### src/rtl/serial_pkg.sv
// Shared types and constants for the serial transmitter.
// Optional feature macro: SERIAL_TX_PARITY_EN (adds one even-parity bit per frame).
package serial_pkg;

  typedef enum logic [2:0] {
    IDLE   = 3'd0,
    START  = 3'd1,
    DATA   = 3'd2,
    PARITY = 3'd3,
    STOP   = 3'd4
  } state_t;

  localparam logic LINE_IDLE = 1'b0;
  localparam logic START_BIT = 1'b1;
  localparam logic STOP_BIT  = 1'b0;

  // Cycles from the first START cycle to the end of the STOP cycle.
  function automatic int frame_len(input int width);
`ifdef SERIAL_TX_PARITY_EN
    return width + 3;
`else
    return width + 2;
`endif
  endfunction

endpackage

### src/rtl/serial_tx_if.sv
// Parallel word handshake into the serial transmitter.
// The source drives D/in_valid and must hold the word until in_ready is seen.
interface serial_tx_if #(
  parameter int WIDTH = 8
);

  logic [WIDTH-1:0] D;
  logic             in_valid;
  logic             in_ready;

  // Word source side.
  modport master (
    output D,
    output in_valid,
    input  in_ready
  );

  // Transmitter side.
  modport slave (
    input  D,
    input  in_valid,
    output in_ready
  );

endinterface

### src/rtl/dff_async.sv
// Output flop with asynchronous active-high reset and a complementary output.
// not_Q is derived from the same storage bit, so it can never disagree with Q,
// including while reset is asserted.
module dff_async (
  input  logic D,
  input  logic clk,
  input  logic reset,
  output logic Q,
  output logic not_Q
);

  logic q_r;

  // Line register: cleared the instant reset rises, no clock needed.
  always_ff @(posedge clk or posedge reset) begin
    // NOTE: sequential state uses non-blocking assignments so every flop samples
    // pre-edge values; blocking here would create order-dependent races.
    if (reset) q_r <= 1'b0;
    else       q_r <= D;
  end

  assign Q     = q_r;
  assign not_Q = ~q_r;

endmodule

### src/rtl/serial_tx.sv
// Parallel-to-serial transmitter, LSB first, framed as
//   START(1) | WIDTH data bits | [PARITY] | STOP(0)
// Q always shows the bit belonging to the current state, so the line value is
// computed from the next state and registered in dff_async.
// Optional feature macro: SERIAL_TX_PARITY_EN (even parity bit before STOP).
module serial_tx #(
  parameter int WIDTH = 8,
  parameter int CNT_W = $clog2(WIDTH)
) (
  input  logic              clk,
  input  logic              reset,
  serial_tx_if.slave        in_if,
  output logic              Q,
  output logic              not_Q,
  output logic              busy,
  output logic              frame_done
);

  import serial_pkg::*;

  localparam logic [CNT_W-1:0] LAST_BIT = CNT_W'(WIDTH - 1);

  state_t           state_q, state_d;
  logic [WIDTH-1:0] shreg_q, shreg_d;
  logic [CNT_W-1:0] cnt_q,   cnt_d;
  logic             line_d;
  logic             accept;

`ifdef SERIAL_TX_PARITY_EN
  logic parity_q, parity_d;
`endif

  // A new word may enter from IDLE or from STOP (back-to-back frames).
  assign in_if.in_ready = (state_q == IDLE) || (state_q == STOP);
  assign accept         = in_if.in_valid && in_if.in_ready;

  assign busy       = (state_q != IDLE);
  assign frame_done = (state_q == STOP);

  // State, shift register and bit counter.
  always_ff @(posedge clk or posedge reset) begin
    if (reset) begin
      state_q <= IDLE;
      // NOTE: the shift register is a plain datapath register, not a memory
      // array, so it is reset cheaply; no stale word can leak after a reset.
      shreg_q <= '0;
      cnt_q   <= '0;
    end else begin
      state_q <= state_d;
      shreg_q <= shreg_d;
      cnt_q   <= cnt_d;
    end
  end

`ifdef SERIAL_TX_PARITY_EN
  // Even parity of the latched word, captured at acceptance.
  always_ff @(posedge clk or posedge reset) begin
    if (reset) parity_q <= 1'b0;
    else       parity_q <= parity_d;
  end
`endif

  // Next-state, datapath and next line value.
  always_comb begin
    // NOTE: every signal gets a default first so no path leaves it unassigned,
    // which would otherwise infer a latch.
    state_d = state_q;
    shreg_d = shreg_q;
    cnt_d   = cnt_q;
    line_d  = LINE_IDLE;
`ifdef SERIAL_TX_PARITY_EN
    parity_d = parity_q;
`endif

    case (state_q)
      IDLE: begin
        if (accept) begin
          state_d = START;
          shreg_d = in_if.D;
          line_d  = START_BIT;
`ifdef SERIAL_TX_PARITY_EN
          parity_d = ^in_if.D;
`endif
        end
      end

      START: begin
        state_d = DATA;
        line_d  = shreg_q[0];
        shreg_d = shreg_q >> 1;
        cnt_d   = '0;
      end

      DATA: begin
        if (cnt_q == LAST_BIT) begin
`ifdef SERIAL_TX_PARITY_EN
          state_d = PARITY;
          line_d  = parity_q;
`else
          state_d = STOP;
          line_d  = STOP_BIT;
`endif
        end else begin
          line_d  = shreg_q[0];
          shreg_d = shreg_q >> 1;
          cnt_d   = cnt_q + CNT_W'(1);
        end
      end

`ifdef SERIAL_TX_PARITY_EN
      PARITY: begin
        state_d = STOP;
        line_d  = STOP_BIT;
      end
`endif

      STOP: begin
        if (accept) begin
          state_d = START;
          shreg_d = in_if.D;
          line_d  = START_BIT;
`ifdef SERIAL_TX_PARITY_EN
          parity_d = ^in_if.D;
`endif
        end else begin
          state_d = IDLE;
          line_d  = LINE_IDLE;
        end
      end

      default: begin
        state_d = IDLE;
        line_d  = LINE_IDLE;
      end
    endcase
  end

  dff_async u_line (
    .D     (line_d),
    .clk   (clk),
    .reset (reset),
    .Q     (Q),
    .not_Q (not_Q)
  );

endmodule

### src/flat_wrapper.sv
// flat-port wrapper written by rule: the top's interface ports become plain ports
module serial_tx_flat import serial_pkg::*;
#(
  parameter int WIDTH = 8,
  parameter int CNT_W = $clog2(WIDTH)
)
  (clk, reset, Q, not_Q, busy, frame_done, in_if_D, in_if_in_valid, in_if_in_ready);
  serial_tx_if #(.WIDTH(WIDTH)) in_if_i ();
  input  logic clk;
  input  logic reset;
  output logic Q;
  output logic not_Q;
  output logic busy;
  output logic frame_done;
  input wire logic [$bits(in_if_i.D)-1:0] in_if_D;
  input wire logic [$bits(in_if_i.in_valid)-1:0] in_if_in_valid;
  output wire logic [$bits(in_if_i.in_ready)-1:0] in_if_in_ready;
  assign in_if_i.D = in_if_D;
  assign in_if_i.in_valid = in_if_in_valid;
  assign in_if_in_ready = in_if_i.in_ready;
  serial_tx #(.WIDTH(WIDTH), .CNT_W(CNT_W)) u_core (.clk(clk), .reset(reset), .in_if(in_if_i), .Q(Q), .not_Q(not_Q), .busy(busy), .frame_done(frame_done));
endmodule
### config.mk
export PLATFORM = sky130hd
export DESIGN_NAME = serial_tx_flat
export DESIGN_NICKNAME = d
export VERILOG_FILES = /design/src/rtl/serial_pkg.sv /design/src/rtl/serial_tx_if.sv /design/src/rtl/dff_async.sv /design/src/rtl/serial_tx.sv /design/src/flat_wrapper.sv
export SDC_FILE = /design/constraint.sdc
export NUM_CORES = 1
export LEC_CHECK = 0
export CAP_MARGIN = 20
export CORE_MARGIN = 5
export CORE_UTILIZATION = 51
export CTS_BUF_LIST = sky130_fd_sc_hd__clkbuf_4 sky130_fd_sc_hd__clkbuf_8
export CTS_CLUSTER_DIAMETER = 60
export CTS_CLUSTER_SIZE = 20
export DETAILED_ROUTE_END_ITERATION = 6
export PLACE_DENSITY = 0.8
export SLEW_MARGIN = 25
export SYNTH_ARGS = -nofsm -noshare
export SYNTH_HDL_FRONTEND = slang
export SYNTH_SLANG_ARGS = --single-unit
### constraint.sdc
create_clock -name clk -period 2.3 [get_ports clk]
set_input_delay 0.23 -clock clk [delete_from_list [all_inputs] [get_ports clk]]
set_output_delay 0.23 -clock clk [all_outputs]
set_load 0.005 [all_outputs]
==> reports/qor.yml, run 1 <==
vias: 477
cts_buffers: 3
p_clk_share_pct: 13.0
crit_path_end_kind: "output pin"
post-route-period-util_pct: 92.01
seqCellArea_um2: 375.4
antenna_left: 0
die_h_um: 48.81
io_pins: 16
yosys_warnings: 0
max_cap_violations: 0
wl_per_cell_um: 14.03
syn-num-nets: 68
synth.top_cell.area_share_pct: 48.86
drt_iter0_drc: 2
placed_cells: 84
grt_pass1_vias: 521
ir_drop_mv: 0.6393
ctsRootBufferMaster: "clkbuf_4"
clkLatencyLatePin_ns: 0.28
gp_congestion: 0.7365
antenna_found_initial: 0
synth-seq-cells: 15
synth_top_area_cell: "dfrtp_1"
postCtsResizedCells: 0
arrival_ns: 1.89
diodes: 0
cts_buffer_depth: 2
grt_max_degree: 16
power_frac_seq_pct: 38.8
numClockSinks: 15
num-nets-final: 86
drv_slew: 0
synthTopCellsByArea: "dfrtp_1, mux2_2, a22o_1, ha_1, nor3b_2"
portBuffers: 15
startpoint: "u_core.state_q[0]$_DFFE_PP0P_"
worstReg2RegStart: "u_core.cnt_q[0]$_DFFE_PP0P_"
swShare_pct: 31.36
design_area_um2: 955.9
critPathLaunchType: "flop"
drc: 0
rows: 14
syn_area_um2: 768.2
area_growth_pct: 24.43
outcome: "complete, no violations"
internal_power_uw: 851.8
fin_crit_ns: 2.116
multiInputGateArea_um2: 372.9
worstMarginPinSlew_ns: 0.5858
utilization_pct: 64.97
criticalPathCategory: "flop to output pin"
clock_skew_ns: 0.003737
setup_viol: 0
crit_fanout: 11
pwr_density_cell_mw_per_mm2: 1298
cts_setup_buffers: 0
placed_area_um2: 925.9
final_hold_viol_count: 0
crit_required_ns: 2.07
grt_pass1_wl_mm: 2.249
place.detailed.hpwl_um: 946.3
ys_types: 19
final_cell_count_no_fill: 88
start_util_pct: 52.21
cellLeakagePower_nw: 0.4283
fmax_mhz: 472.5
drt-total-wl_mm: 1.235
postCtsHoldBufs: 0
htree_num_levels: 1
worst_slew_margin_rel_pct: 60.91
avgSynthCellArea_um2: 13.97
die_x_um: 48.81
track_usage_pct: 11.61
synth_cells: 55
fillerInstances: 126
rsz0062_at_grt: "false"
hold_path_class: "primary input to asynchronous set/reset pin"
cts_tree: "built"
dieArea_mm2: 0.002382
clk_transition_reported_paths_ns: 0.09
drive_above_1_share_pct: 34.72
p_comb_share_pct: 48.1
core_mm2: 0.001471
grt_overflow: 0
ys_seq_area_share_pct: 48.86
finalPower_mw: 1.241
p_switching_uw: 389.2
drt_first_pass_iters: 4
tns_ns: 0
viasPerCell: 5.420
-- cells by family after synthesis --
group | share of synthesized area, %
AOI/OAI and AO/OA | 8.795
adders and majority gates | 3.257
buffers and inverters | 2.606
DFF | 48.86
muxes | 21.99
and+or+nand+nor | 14.50
-- flip-flops by register name (all words and copies together), names as in the netlist --
name / cells
u_core.shreg_q: 8
u_core.cnt_q: 3
u_core.state_q: 3
u_core.u_line.Q: 1
-- cell usage in the layout (no fill, tap or decap), drive strengths merged --
cell           instances
or2                    1
nor2                   1
nor4bb                 1
and2                   1
or3                    1
inv                    2
a22o                   6
o21bai                 1
clkdlybuf4s50         15
nor4b                  1
a21o                   1
ha                     2
clkbuf                 4
dfrtp                 15
nor3b                  2
mux2                  15
nor2b                  1
nor3                   2
-- stage by stage --
step	hold WS, ns	setup slack, ns
final	0.2961	0.1838
after global routing	0.3326	0.05639
after CTS	0.3205	0.1770
after detailed placement	0.4728	0.4982
after global placement	0.4583	0.5056
after floorplan	0.1315	0.6765
-- synth_stat cells --
library cell	n
buf_4	1
or2_2	1
o21bai_1	1
nor4b_4	1
a22o_1	6
inv_1	2
a21o_1	1
nor2b_1	1
ha_1	2
and2_1	1
dfrtp_1	15
nor2_2	1
buf_2	1
nor3_1	1
or3_1	1
nor4bb_1	1
mux2_2	15
nor3_4	1
nor3b_2	2
-- worst paths after layout --
path / to / slack (ns) / cells after the start
worst max-delay path: frame_done / 0.18 / 3
worst min-delay path: u_core.cnt_q[0]$_DFFE_PP0P_ / 0.30 / 2
worst max register to register: u_core.shreg_q[2]$_DFFE_PP0P_ / 0.52 / 5
worst min register to register: u_core.u_line.Q$_DFF_PP0_ / 0.49 / 1
max in group asynchronous: u_core.state_q[1]$_DFFE_PP0P_ / 1.62 / 2
min in group clk: u_core.u_line.Q$_DFF_PP0_ / 0.49 / 1
-- cell type report --
type | count | share of cell area, %
Timing Repair Buffer | 15 | 15.71
Tap cell | 16 | 2.094
Inverter | 2 | 0.7853
Sequential cell | 15 | 39.27
Clock buffer | 4 | 3.141
Multi-Input combinational cell | 36 | 39.01
-- power groups by stage --
stage | Combinational, mW | Sequential, mW | Clock [mW]
finish | 0.597 | 0.482 | 0.162
global route | 0.658 | 0.504 | 0.181
CTS | 0.607 | 0.482 | 0.163
detailed placement | 0.606 | 0.489 | 0
global placement | 0.592 | 0.483 | 0
floorplan | 0.500 | 0.435 | 0
-- metal layers --
| metal | vias up | global-route usage, % | wire length [um] |
|---|---|---|---|
| li1 | 237 | - | - |
| met1 | 229 | 15.53 | 575 |
| met2 | 9 | 18.04 | 585 |
| met3 | 2 | 2.141 | 57 |
| met4 | 0 | 5.381 | 16 |
| met5 | - | 0 | 0 |
-- critical path: stages (launching register included) --
cell and delay (ns):
dfrtp_1 0.52, nor2_2 0.40, and2_1 0.19, clkdlybuf4s50_1 0.49
Power figures use the tool's default switching activity.
==> run 2, diff against run 1 <==
Settings changed: PLACE_DENSITY 0.8 to 0.79, SYNTH_HIERARCHICAL set to 1.
==> reports/qor.yml, run 2 <==
grt_overflow: 0
drt-total-wl_mm: 1.410
crit_required_ns: 2.07
syn_area_um2: 783.3
synth_cells: 57
die_h_um: 49.19
synth_flop_cell: "dfrtp_1"
vias: 496
arrival_ns: 1.91
cts_buffers: 3
postCtsHoldBufs: 0
viasPerCell: 5.511
fillerInstances: 127
core_mm2: 0.001489
synth_edf_count: 0
synth-seq-cells: 15
antenna_found_initial: 0
area_growth_pct: 22.68
htree_num_levels: 1
criticalPathCategory: "flop to output pin"
utilization_pct: 64.54
critPathLaunchType: "flop"
drive_above_1_share_pct: 39.19
placed_area_um2: 930.9
crit_path_end_kind: "output pin"
setup_viol: 0
final_cell_count_no_fill: 90
cellLeakagePower_nw: 0.4289
rows: 14
drv_slew: 0
io_pins: 16
yosys_warnings: 6
cts_tree: "built"
drc: 0
track_usage_pct: 13.54
postCtsResizedCells: 0
cts_setup_buffers: 0
design_area_um2: 960.9
drt_iter0_drc: 1
synth_top_area_cell: "dfrtp_1"
tns_ns: 0
synth_commonest_cells: "dfrtp_1, mux2_2, a22o_1, a22o_2, inv_1"
clk_transition_reported_paths_ns: 0.09
synth.top_cell.area_share_pct: 47.92
largest_reg_flops: 8
post-route-period-util_pct: 92.87
worst_slew_margin_rel_pct: 64.01
fin_crit_ns: 2.136
max_cap_violations: 0
pwr_density_cell_mw_per_mm2: 1314
num-nets-final: 88
numClockSinks: 15
most-common-layout-cells: "clkdlybuf4s50_1, mux2_2, dfrtp_1"
clock_skew_ns: 0.005234
grt_pass1_vias: 557
ir_drop_mv: 0.7114
diodes: 0
worstMarginPinSlew_ns: 0.5393
seqCellArea_um2: 375.4
clkLatencyLatePin_ns: 0.28
fmax_mhz: 468.1
die_x_um: 49.19
grt_pass1_wl_mm: 2.518
start_util_pct: 52.61
synthTopCellsByArea: "dfrtp_1, mux2_2, a22o_2, a22o_1, ha_1"
final_hold_viol_count: 0
outcome: "complete, no violations"
place.detailed.hpwl_mm: 1.039
largest-register: "u_core/shreg_q"
ys_types: 20
hold_path_class: "primary input to asynchronous set/reset pin"
multiInputGateArea_um2: 374.1
cts_buffer_depth: 2
crit_fanout: 11
syn-num-nets: 70
portBuffers: 15
antenna_left: 0
holdWs_ns: 0.1036
placed_cells: 86
synth_async_sr_flop_share_pct: 100.0
gp_congestion: 0.7743
drt_first_pass_iters: 2
grt_max_degree: 15
wl_per_cell_um: 15.67
ys_seq_area_share_pct: 47.92
ctsRootBufferMaster: "clkbuf_4"
avgSynthCellArea_um2: 13.74
reg_top3: "u_core/shreg_q: 8 flops, u_core/cnt_q: 3 flops, u_core/state_q: 3 flops"
dieArea_mm2: 0.002420
rsz0062_at_grt: "false"
## run 2: changes by cell type after synthesis, sizes merged
cell,change
inv,+1
nor4bb,-1
nor3,+1
nand2,+1
## run 2: logic make-up after synthesis
family	count (synthesis)	share of synthesized area (%)
DFF	15	47.92
AOI/OAI and AO/OA	8	9.107
muxes	15	21.57
and+or+nand+nor	12	13.90
buffers and inverters	5	4.313
adders and majority gates	2	3.194
## run 2: final timing paths
check	slack (ns)	depth (start not counted)	to	from
min	0.10	2	u_core/u_line/Q$_DFF_PP0_	reset
min in group clk	0.49	1	u_core/u_line/Q$_DFF_PP0_	u_core/shreg_q[0]$_DFFE_PP0P_
max	0.16	3	frame_done	u_core/state_q[0]$_DFFE_PP0P_
max reg2reg	0.53	5	u_core/shreg_q[2]$_DFFE_PP0P_	u_core/cnt_q[0]$_DFFE_PP0P_
min reg2reg	0.49	1	u_core/u_line/Q$_DFF_PP0_	u_core/shreg_q[0]$_DFFE_PP0P_
max in group asynchronous	1.63	2	u_core/shreg_q[1]$_DFFE_PP0P_	reset
## run 2: final cells by class
| class | count | area share [%] |
|---|---|---|
| well taps | 16 | 2.083 |
| repair buffers | 15 | 15.62 |
| flip-flops and latches | 15 | 39.06 |
| clock buffers | 4 | 3.125 |
| multi-input cells | 37 | 38.93 |
| inverters | 3 | 1.172 |
## run 2: stage by stage
| stage | setup WS (ns) | power (mW) |
|---|---|---|
| 6_report | 0.1639 | 1.263 |
| 5_1_grt | 0.03659 | 1.367 |
| 4_1_cts | 0.1376 | 1.277 |
| 3_5_place_dp | 0.4648 | 1.110 |
| 3_3_place_gp | 0.5136 | 1.081 |
| 2_1_floorplan | 0.6606 | 0.9553 |
## run 2: per-layer routing
layer	vias up	wire, um	global-route usage, %
met5	-	0	0
met4	0	13	8.072
met3	2	67	4.281
met2	9	702	20.82
met1	241	628	16.25
li1	244	-	-
## run 2: critical path: stages (launching register included)
cell,delay (ns)
dfrtp_1,0.52
nor2_2,0.41
and2_1,0.20
clkdlybuf4s50_1,0.49
## run 2: power breakdown
part	total [mW]	internal [mW]	switching [mW]
logic	0.607	0.391	0.216
registers	0.493	0.384	0.109
clock network	0.162	0.0790	0.0830
